## src/rtl/instruction_sequencer_pkg.sv

```systemverilog
// Shared definitions for the instruction sequencer: opcode constants,
// opcode classes, FSM state encoding and PC source selection.
package instruction_sequencer_pkg;

    localparam int unsigned OPCODE_W = 6;
    localparam int unsigned STATE_W  = 3;
    localparam int unsigned PCSRC_W  = 2;
    localparam int unsigned COUNT_W  = 16;

    // Opcodes with architectural meaning; everything above OP_HLT is undefined.
    localparam logic [OPCODE_W-1:0] OP_ADD  = 6'h00;
    localparam logic [OPCODE_W-1:0] OP_SUB  = 6'h01;
    localparam logic [OPCODE_W-1:0] OP_AND  = 6'h02;
    localparam logic [OPCODE_W-1:0] OP_OR   = 6'h03;
    localparam logic [OPCODE_W-1:0] OP_XOR  = 6'h04;
    localparam logic [OPCODE_W-1:0] OP_NOT  = 6'h05;
    localparam logic [OPCODE_W-1:0] OP_SLL  = 6'h06;
    localparam logic [OPCODE_W-1:0] OP_SRL  = 6'h07;
    localparam logic [OPCODE_W-1:0] OP_SLT  = 6'h08;
    localparam logic [OPCODE_W-1:0] OP_BEQ  = 6'h09;
    localparam logic [OPCODE_W-1:0] OP_BNE  = 6'h0A;
    localparam logic [OPCODE_W-1:0] OP_ADDI = 6'h0B;
    localparam logic [OPCODE_W-1:0] OP_SUBI = 6'h0C;
    localparam logic [OPCODE_W-1:0] OP_ANDI = 6'h0D;
    localparam logic [OPCODE_W-1:0] OP_ORI  = 6'h0E;
    localparam logic [OPCODE_W-1:0] OP_LW   = 6'h0F;
    localparam logic [OPCODE_W-1:0] OP_SW   = 6'h10;
    localparam logic [OPCODE_W-1:0] OP_XORI = 6'h11;
    localparam logic [OPCODE_W-1:0] OP_SLLI = 6'h12;
    localparam logic [OPCODE_W-1:0] OP_SRLI = 6'h13;
    localparam logic [OPCODE_W-1:0] OP_LUI  = 6'h14;
    localparam logic [OPCODE_W-1:0] OP_IN   = 6'h15;
    localparam logic [OPCODE_W-1:0] OP_OUT  = 6'h16;
    localparam logic [OPCODE_W-1:0] OP_JMP  = 6'h17;
    localparam logic [OPCODE_W-1:0] OP_NOP  = 6'h18;
    localparam logic [OPCODE_W-1:0] OP_HLT  = 6'h19;

    typedef enum logic [3:0] {
        CLS_ALU,
        CLS_BEQ,
        CLS_BNE,
        CLS_IMM,
        CLS_LW,
        CLS_SW,
        CLS_IN,
        CLS_OUT,
        CLS_JMP,
        CLS_NOP,
        CLS_HLT,
        CLS_ILLEGAL
    } op_class_t;

    // Encoding 3'd7 is intentionally unused and recovers to ST_FETCH.
    typedef enum logic [STATE_W-1:0] {
        ST_FETCH   = 3'd0,
        ST_DECODE  = 3'd1,
        ST_EXEC    = 3'd2,
        ST_MEM     = 3'd3,
        ST_WB      = 3'd4,
        ST_WAIT_IN = 3'd5,
        ST_HALT    = 3'd6
    } state_t;

    typedef enum logic [PCSRC_W-1:0] {
        PC_SRC_INC    = 2'd0,
        PC_SRC_BRANCH = 2'd1,
        PC_SRC_JUMP   = 2'd2
    } pc_src_t;

endpackage

```

## src/rtl/instruction_sequencer_opcode_classifier.sv

```systemverilog
// Combinational opcode -> instruction class decode.
// Ports: opcode (in, 6) raw opcode from IR; op_class (out) decoded class.
module opcode_classifier
    import instruction_sequencer_pkg::*;
(
    input  logic [OPCODE_W-1:0] opcode,
    output op_class_t           op_class
);

    always_comb begin
        op_class = CLS_ILLEGAL;
        case (opcode)
            OP_ADD, OP_SUB, OP_AND, OP_OR, OP_XOR,
            OP_NOT, OP_SLL, OP_SRL, OP_SLT:           op_class = CLS_ALU;
            OP_BEQ:                                   op_class = CLS_BEQ;
            OP_BNE:                                   op_class = CLS_BNE;
            OP_ADDI, OP_SUBI, OP_ANDI, OP_ORI,
            OP_XORI, OP_SLLI, OP_SRLI, OP_LUI:        op_class = CLS_IMM;
            OP_LW:                                    op_class = CLS_LW;
            OP_SW:                                    op_class = CLS_SW;
            OP_IN:                                    op_class = CLS_IN;
            OP_OUT:                                   op_class = CLS_OUT;
            OP_JMP:                                   op_class = CLS_JMP;
            OP_NOP:                                   op_class = CLS_NOP;
            OP_HLT:                                   op_class = CLS_HLT;
            default:                                  op_class = CLS_ILLEGAL;
        endcase
    end

endmodule

```

## src/rtl/instruction_sequencer.sv

```systemverilog
// Multi-cycle instruction sequencer: FETCH/DECODE/EXEC/MEM/WB control FSM
// with input-wait and halt states, sticky illegal-opcode flag and a
// saturating retired-instruction counter.
// Ports:
//   clk, reset                 clock, synchronous active-high reset
//   opcode, alu_zero           IR opcode, ALU zero flag (EXEC)
//   in_valid, mem_ready        input word available, data memory done
//   seq_irWrite .. seq_inAck   per-cycle control strobes (decoded from state)
//   seq_pcSrc                  PC source select
//   seq_hlt, seq_illegal       halted, sticky undefined-opcode flag
//   seq_state, instr_count     current state, retired-instruction count
module instruction_sequencer
    import instruction_sequencer_pkg::*;
#(
    // Value loaded into instr_count by reset.
    parameter logic [COUNT_W-1:0] COUNT_RESET = 16'h0000
) (
    input  logic                clk,
    input  logic                reset,
    input  logic [OPCODE_W-1:0] opcode,
    input  logic                alu_zero,
    input  logic                in_valid,
    input  logic                mem_ready,
    output logic                seq_irWrite,
    output logic                seq_pcWrite,
    output logic [PCSRC_W-1:0]  seq_pcSrc,
    output logic                seq_regWrite,
    output logic                seq_memRead,
    output logic                seq_memWrite,
    output logic                seq_inAck,
    output logic                seq_hlt,
    output logic                seq_illegal,
    output logic [STATE_W-1:0]  seq_state,
    output logic [COUNT_W-1:0]  instr_count
);

    state_t       state;
    op_class_t    cls;
    op_class_t    dec_cls;
    logic         illegal;
    logic [COUNT_W-1:0] count;

    logic         ir_write;
    logic         pc_write;
    pc_src_t      pc_src;
    logic         reg_write;
    logic         mem_read;
    logic         mem_write;
    logic         in_ack;
    logic         br_taken;

    opcode_classifier u_classifier (
        .opcode   (opcode),
        .op_class (dec_cls)
    );

    assign br_taken = ((cls == CLS_BEQ) && alu_zero) || ((cls == CLS_BNE) && !alu_zero);

    // Strobe decode; DECODE uses the live class since the register loads at its end.
    // Holding reset forces every strobe low so an aborted access never writes.
    always_comb begin
        ir_write  = 1'b0;
        pc_write  = 1'b0;
        pc_src    = PC_SRC_INC;
        reg_write = 1'b0;
        mem_read  = 1'b0;
        mem_write = 1'b0;
        in_ack    = 1'b0;
        if (!reset) begin
            case (state)
                ST_FETCH: ir_write = 1'b1;
                ST_DECODE: begin
                    case (dec_cls)
                        CLS_JMP: begin
                            pc_write = 1'b1;
                            pc_src   = PC_SRC_JUMP;
                        end
                        CLS_NOP, CLS_ILLEGAL: pc_write = 1'b1;
                        default: ;
                    endcase
                end
                ST_EXEC: begin
                    if ((cls == CLS_BEQ) || (cls == CLS_BNE)) begin
                        pc_write = 1'b1;
                        pc_src   = br_taken ? PC_SRC_BRANCH : PC_SRC_INC;
                    end
                end
                ST_MEM: begin
                    mem_read  = (cls == CLS_LW);
                    mem_write = (cls == CLS_SW);
                    pc_write  = (cls == CLS_SW) && mem_ready;
                end
                ST_WB: begin
                    reg_write = (cls != CLS_OUT);
                    pc_write  = 1'b1;
                end
                ST_WAIT_IN: begin
                    reg_write = in_valid;
                    in_ack    = in_valid;
                    pc_write  = in_valid;
                end
                default: ;
            endcase
        end
    end

    // State, latched class, sticky illegal flag and retire counter.
    always_ff @(posedge clk) begin
        if (reset) begin
            state   <= ST_FETCH;
            cls     <= CLS_NOP;
            illegal <= 1'b0;
            count   <= COUNT_RESET;
        end else begin
            if (pc_write && (count != {COUNT_W{1'b1}})) begin
                count <= count + COUNT_W'(1);
            end
            case (state)
                ST_FETCH: state <= ST_DECODE;
                ST_DECODE: begin
                    cls <= dec_cls;
                    if (dec_cls == CLS_ILLEGAL) begin
                        illegal <= 1'b1;
                    end
                    case (dec_cls)
                        CLS_JMP, CLS_NOP, CLS_ILLEGAL: state <= ST_FETCH;
                        CLS_HLT:                       state <= ST_HALT;
                        CLS_IN:                        state <= ST_WAIT_IN;
                        default:                       state <= ST_EXEC;
                    endcase
                end
                ST_EXEC: begin
                    case (cls)
                        CLS_BEQ, CLS_BNE: state <= ST_FETCH;
                        CLS_LW, CLS_SW:   state <= ST_MEM;
                        default:          state <= ST_WB;
                    endcase
                end
                ST_MEM: begin
                    if (mem_ready) begin
                        state <= (cls == CLS_SW) ? ST_FETCH : ST_WB;
                    end
                end
                ST_WB: state <= ST_FETCH;
                ST_WAIT_IN: begin
                    if (in_valid) begin
                        state <= ST_FETCH;
                    end
                end
                ST_HALT: state <= ST_HALT;
                default: state <= ST_FETCH;
            endcase
        end
    end

    assign seq_irWrite  = ir_write;
    assign seq_pcWrite  = pc_write;
    assign seq_pcSrc    = pc_src;
    assign seq_regWrite = reg_write;
    assign seq_memRead  = mem_read;
    assign seq_memWrite = mem_write;
    assign seq_inAck    = in_ack;
    assign seq_hlt      = (state == ST_HALT);
    assign seq_illegal  = illegal;
    assign seq_state    = state;
    assign instr_count  = count;

endmodule

```

## config.mk

```make
export PLATFORM = sky130hd
export DESIGN_NAME = instruction_sequencer
export DESIGN_NICKNAME = d
export VERILOG_FILES = /design/src/rtl/instruction_sequencer_pkg.sv /design/src/rtl/instruction_sequencer_opcode_classifier.sv /design/src/rtl/instruction_sequencer.sv
export SDC_FILE = /design/constraint.sdc
export NUM_CORES = 1
export LEC_CHECK = 0
export CAP_MARGIN = 30
export CORE_MARGIN = 5
export CORE_UTILIZATION = 49
export CTS_CLUSTER_SIZE = 8
export DETAILED_ROUTE_END_ITERATION = 6
export GPL_TIMING_DRIVEN = 0
export PLACE_DENSITY = 0.9
export SLEW_MARGIN = 20
export SYNTH_ARGS = -nofsm -noshare
export SYNTH_HDL_FRONTEND = slang
export SYNTH_HIERARCHICAL = 1
export SYNTH_SLANG_ARGS = --single-unit
```

## constraint.sdc

```tcl
create_clock -name clk -period 5.54 [get_ports clk]
set_input_delay 1.108 -clock clk [delete_from_list [all_inputs] [get_ports clk]]
set_output_delay 1.108 -clock clk [all_outputs]
set_load 0.01 [all_outputs]
```

==> impl_metrics.env, run 1 <==
export IMPL_status="finished clean"
export IMPL_grt_first_pass_wirelength_um=6960
export IMPL_ys_seq_area_share_pct=29.0
export IMPL_nFillCells=294
export IMPL_hpwl_um=3180
export IMPL_clk_pin_slew_ns=0.13
export IMPL_grt_start_max_net_pins=15
export IMPL_start_util_pct=50.1
export IMPL_total_power_mw=0.465
export IMPL_antenna_found_initial=0
export IMPL_grt_usage_pct=19.3
export IMPL_cap_violations=0
export IMPL_drtIter0Drc=143
export IMPL_setup_violations=0
export IMPL_worstSkewPairLatency_ns=0.33
export IMPL_num_antenna_cells=0
export IMPL_min_period_ns=5.12
export IMPL_hold_viol=0
export IMPL_crit_path_end_kind="output pin"
export IMPL_dpl_instance_area_mm2=0.00209
export IMPL_power_density_mw_per_mm2=218
export IMPL_grt_ovfl_total=0
export IMPL_cts_made_buffers=3
export IMPL_async_flop_share_pct=0
export IMPL_synth_area_mm2=0.00166
export IMPL_syn_nets=220
export IMPL_design_area_mm2=0.00214
export IMPL_rows=21
export IMPL_cts_tree="built"
export IMPL_vdd_drop_max_uv=183
export IMPL_rsz0062_at_grt="false"
export IMPL_cts_hold_buffers=0
export IMPL_port_buffer_count=37
export IMPL_reg2reg_slack_ns=3.38
export IMPL_post_cts_buffers=0
export IMPL_htreeDepth=1
export IMPL_drive_gt1_share_pct=7.35
export IMPL_crit_arrival_ns=4.01
export IMPL_areaGrowthSynthToFinish_pct=28.7
export IMPL_dieArea_mm2=0.00465
export IMPL_tightest_slew_ns=0.524
export IMPL_syn_area_per_cell_um2=8.09
export IMPL_wl_per_cell_um=14.5
export IMPL_cts_root_buf="clkbuf_4"
export IMPL_slew_headroom_pct=65.0
export IMPL_gp_congestion=0.928
export IMPL_fmax_ghz=0.195
export IMPL_cp_top_family="buffers and inverters"
export IMPL_clock_skew_final_ns=0.0107
export IMPL_worstSetupPathType="primary input to output pin"
export IMPL_synth_warnings=6
export IMPL_slew_viol_final=0
export IMPL_crit_buf_inv=5
export IMPL_drc=0
export IMPL_slowest_delay_ns=0.50
export IMPL_core_area_mm2=0.00331
export IMPL_die_h_um=68.2
export IMPL_nNetsFinal=261
export IMPL_grt_pass1_vias=1589
export IMPL_num_vias=1727
export IMPL_synth_edf_count=0
export IMPL_cts_resized=0
export IMPL_routed_wl_um=4230
export IMPL_crit_chain="clkdlybuf4s50_1 > inv_1 > ha_1 > inv_1 > or4b_1 > a31oi_1 > nor2b_1 > nand3_2 > and4_4 > buf_6 > nor2_1 > clkdlybuf4s50_1"
export IMPL_critPathMaxFanout=19
export IMPL_timing_final_crit_share_pct=92.4
export IMPL_cp_slowest_cell="or4b_1"
export IMPL_crit_required_ns=4.43
export IMPL_die_w_um=68.2
export IMPL_start_kind="primary input"
export IMPL_io_pins=40
export IMPL_ys_flop_type="dfxtp_1"
export IMPL_drtAntennaViolNets=0
export IMPL_hold_path_class="register to register"
export IMPL_final_core_util_pct=64.5
export IMPL_synthCells=205
export IMPL_cts_path_max_buffers=2
export IMPL_clock_sinks=24
export IMPL_yosys_cell_types_count=49
export IMPL_dr_pass1_iters=4
export IMPL_synth_seq_cells=24
export IMPL_leakage_nw=0.731
export IMPL_viasPerCell=5.93
export IMPL_fin_setup_tns_ns=0
-- through the flow --
step                hold slack [ns]  setup slack [ns]  instances
floorplan                     0.503              1.37        205
global placement              0.466             0.119        288
detailed placement            0.479            0.0884        288
CTS                           0.515            0.0895        292
global route                  0.539             0.256        291
finish                        0.512             0.421        291
-- cells in the final DEF (no fill, tap or decap), types with 5 or more instances in the layout --
cell type,synthesis,routed
mux2i_1,6,6
inv_1,8,8
nor2b_1,10,10
clkbuf_1,7,6
nand4_1,5,5
nor3_1,8,8
o41ai_1,5,5
nor2_1,8,8
o311ai_1,5,5
and3_1,5,5
a21oi_1,12,12
dfxtp_1,24,24
nand2_1,17,17
clkdlybuf4s50_1,0,37
nand3_1,9,9
-- kinds of logic (layout without fill, tap and decap cells) --
kind of cell | count (synthesis) | after routing | share of synthesized area, %
flip-flops | 24 | 24 | 29.0
XOR/XNOR | 2 | 2 | 1.06
AND/OR/NAND/NOR | 96 | 96 | 34.2
AO/OA/AOI/OAI | 49 | 49 | 21.2
adder cells (fa/ha/maj) | 4 | 4 | 3.02
buffers and inverters | 21 | 61 | 5.96
multiplexers | 9 | 9 | 5.66
-- state kept, by name, summed over array words and instances, names as in the netlist --
register,count
seq_illegal,1
instr_count,16
seq_state,3
cls,4
-- path summary, 6_finish.rpt --
path	start	to	depth (start not counted)
worst max-delay path	opcode[0]	seq_pcWrite	12
worst min-delay path	seq_illegal	seq_illegal	2
worst max register to register	seq_state[0]	instr_count[15]	6
worst min register to register	seq_illegal	seq_illegal	2
-- area by class of cell --
cell class	count	area [um^2]	area share (%)
Sequential cell	24	480	22.5
Tap cell	46	57.6	2.69
Multi-Input combinational cell	160	1080	50.6
Buffer	12	65.1	3.05
Clock buffer	3	22.5	1.05
Clock inverter	1	30.0	1.41
Timing Repair Buffer	37	370	17.3
Inverter	8	30.0	1.41
-- power by group --
part | leakage, nW | internal, mW | total, mW | switching (mW)
Sequential | 0.194 | 0.180 | 0.189 | 0.00895
Combinational | 0.509 | 0.0632 | 0.145 | 0.0820
Clock | 0.0279 | 0.0732 | 0.130 | 0.0573
-- Yosys cell counts, drive strengths merged (2+ instances only) --
| library cell | n | area share (%) |
|---|---|---|
| nand3 | 10 | 3.3 |
| nand4 | 5 | 1.9 |
| a41oi | 2 | 1.1 |
| o21ai | 4 | 1.2 |
| ha | 4 | 3.0 |
| buf | 6 | 2.6 |
| a31oi | 2 | 0.75 |
| a21o | 2 | 0.90 |
| o21bai | 3 | 1.4 |
| or3 | 3 | 1.1 |
| nor2 | 8 | 1.8 |
| o31a | 2 | 1.1 |
| and2 | 2 | 0.75 |
| xor2 | 2 | 1.1 |
| nand2b | 3 | 1.1 |
| or2 | 4 | 1.5 |
| and3 | 5 | 1.9 |
| o31ai | 4 | 1.8 |
| nand4b | 2 | 1.1 |
| clkbuf | 7 | 1.6 |
| mux2 | 3 | 2.0 |
| a221o | 2 | 1.2 |
| nor2b | 10 | 3.8 |
| o311ai | 5 | 2.6 |
| nor3b | 5 | 3.2 |
| nand3b | 3 | 1.4 |
| dfxtp | 24 | 29 |
| mux2i | 6 | 3.6 |
| nand2 | 17 | 3.8 |
| o41ai | 5 | 2.6 |
| inv | 8 | 1.8 |
| nor4 | 4 | 1.5 |
| a21oi | 12 | 3.6 |
| nor3 | 8 | 2.4 |
| or4 | 4 | 1.8 |
-- per-layer routing --
metal	up-vias	global-route usage [%]	routed length (um)
met5	-	0	0
met4	0	4.96	47
met3	9	3.78	189
met2	52	33.1	2100
met1	806	24.8	1890
li1	860	-	-
-- worst register-to-register path, cell delays in order (launching register included) --
cell and delay [ns]:
dfxtp_1 0.44, nor3b_4 0.51, nand3_2 0.13, and4_4 0.19, buf_6 0.15, nor4_1 0.31
mux2_1 0.35
Power figures use the tool's default switching activity.
==> inputs of run 2 (changes only) <==
Settings changed: CORE_MARGIN 5 to unset, SLEW_MARGIN 20 to unset.
==> impl_metrics.env, run 2 (synthesized netlist as in run 1, its figures left out) <==
export IMPL_status="finished clean"
export IMPL_layout_commonest_cell="clkdlybuf4s50_1"
export IMPL_drtIter0Drc=115
export IMPL_die_w_um=60.2
export IMPL_viasPerCell=5.99
export IMPL_layout_setup_ws_ns=0.465
export IMPL_crit_path_end_kind="output pin"
export IMPL_start_util_pct=53.0
export IMPL_clock_sinks=24
export IMPL_min_from="instr_count[5]"
export IMPL_drc=0
export IMPL_start_kind="primary input"
export IMPL_routed_wl_um=3980
export IMPL_worstSkewPairLatency_ns=0.33
export IMPL_hold_depth=2
export IMPL_timing_final_crit_share_pct=91.6
export IMPL_die_h_um=60.2
export IMPL_cts_hold_buffers=0
export IMPL_areaGrowthSynthToFinish_pct=28.6
export IMPL_reg2reg_slack_ns=3.41
export IMPL_slew_headroom_pct=66.3
export IMPL_cts_made_buffers=3
export IMPL_port_buffer_count=37
export IMPL_htreeDepth=1
export IMPL_cts_root_buf="clkbuf_4"
export IMPL_wl_met2_um=1950
export IMPL_vdd_drop_max_uv=204
export IMPL_leakage_nw=0.731
export IMPL_min_to="instr_count[5]"
export IMPL_layout_common_cells="clkdlybuf4s50_1 (37), dfxtp_1 (24), nand2_1 (17), a21oi_1 (12), nor2b_1 (10)"
export IMPL_dr_pass1_iters=6
export IMPL_grt_start_max_net_pins=15
export IMPL_wl_per_cell_um=13.8
export IMPL_ff2ff_path_depth=6
export IMPL_core_area_mm2=0.00313
export IMPL_largest_reg_flops=16
export IMPL_grt_first_pass_wirelength_um=6810
export IMPL_cap_violations=0
export IMPL_crit_required_ns=4.43
export IMPL_num_antenna_cells=0
export IMPL_tightest_slew_ns=0.505
export IMPL_cts_tree="built"
export IMPL_gp_congestion=0.886
export IMPL_rsz0062_at_grt="false"
export IMPL_clk_pin_slew_ns=0.15
export IMPL_dieArea_mm2=0.00362
export IMPL_slew_viol_final=0
export IMPL_fmax_ghz=0.197
export IMPL_setup_violations=0
export IMPL_hold_path_class="register to register"
export IMPL_highest_layer="met4"
export IMPL_cts_path_max_buffers=2
export IMPL_dr_wl_met3_um=289
export IMPL_drive_gt1_share_pct=7.35
export IMPL_antenna_found_initial=0
export IMPL_fin_setup_tns_ns=0
export IMPL_r2r_end="instr_count[15]"
export IMPL_num_vias=1730
export IMPL_grt_ovfl_total=0
export IMPL_hold_viol=0
export IMPL_grt_pass1_vias=1515
export IMPL_hpwl_um=2870
export IMPL_rows=20
export IMPL_crit_arrival_ns=3.97
export IMPL_grt_usage_pct=24.4
export IMPL_nNetsFinal=261
export IMPL_reg2reg_from="seq_state[0]"
export IMPL_pre_cts_slack_ns=0.0874
export IMPL_critPathMaxFanout=19
export IMPL_drtAntennaViolNets=0
export IMPL_power_density_mw_per_mm2=217
export IMPL_io_pins=40
export IMPL_worstSetupPathType="primary input to output pin"
export IMPL_wl_met1_um=1710
export IMPL_post_cts_buffers=0
export IMPL_clock_skew_final_ns=0.0126
export IMPL_min_period_ns=5.07
run 2: cell counts in the layout (fill, tap and decap cells not counted):
Identical to the previous run, type by type.
run 2: worst max-delay path by stage:
| stage | from | endpoint | slack, ns |
|---|---|---|---|
| 2_1_floorplan | opcode[0] | seq_pcWrite | 1.37 |
| 3_3_place_gp | opcode[0] | seq_pcWrite | 0.1 |
| 3_5_place_dp | opcode[0] | seq_pcWrite | 0.09 |
| 4_1_cts | opcode[0] | seq_pcWrite | 0.08 |
| 5_1_grt | opcode[0] | seq_pcWrite | 0.28 |
| 6_report | opcode[0] | seq_pcWrite | 0.47 |
run 2: cell type report:
type | count | area, um^2
multi-input cells | 160 | 1080
fillers | 267 | 995
flip-flops and latches | 24 | 480
repair buffers | 37 | 370
plain buffers | 12 | 65.1
well taps | 44 | 55.1
clock inverters | 1 | 30.0
inverters | 8 | 30.0
clock buffers | 3 | 22.5
run 2: timing repair:
item / in CTS / in global routing
setup endpoints to repair: 0 / 1
hold endpoints to repair: 0 / 0
gates resized for setup: 0 / 0
run 2: power by group:
group / switching, mW / internal, mW
Sequential: 0.00869 / 0.180
Clock: 0.0579 / 0.0733
Combinational: 0.0792 / 0.0633
Total: 0.146 / 0.317
run 2: stage by stage:
step	area [um^2]	hold slack (ns)	total power, mW	utilization, %	cells
detailed placement	2080	0.492	0.336	66.6	286
global route	2130	0.543	0.487	68.2	289
global placement	2080	0.479	0.334	66.6	286
CTS	2140	0.512	0.463	68.3	290
finish	2130	0.512	0.463	68.2	289
floorplan	1660	0.503	0.290	-	205
run 2: routing by layer:
layer | vias up | track usage (%)
met2 | 68 | 39.9
met4 | 0 | 5.65
met5 | - | 0
met1 | 807 | 33.2
met3 | 4 | 4.11
li1 | 851 | -
run 2: worst max-delay path, cell delays in order:
cell,delay [ns]
clkdlybuf4s50_1,0.46
inv_1,0.10
ha_1,0.14
inv_1,0.05
or4b_1,0.51
a31oi_1,0.38
nor2b_1,0.18
nand3_2,0.11
and4_4,0.21
buf_6,0.17
nor2_1,0.06
clkdlybuf4s50_1,0.48
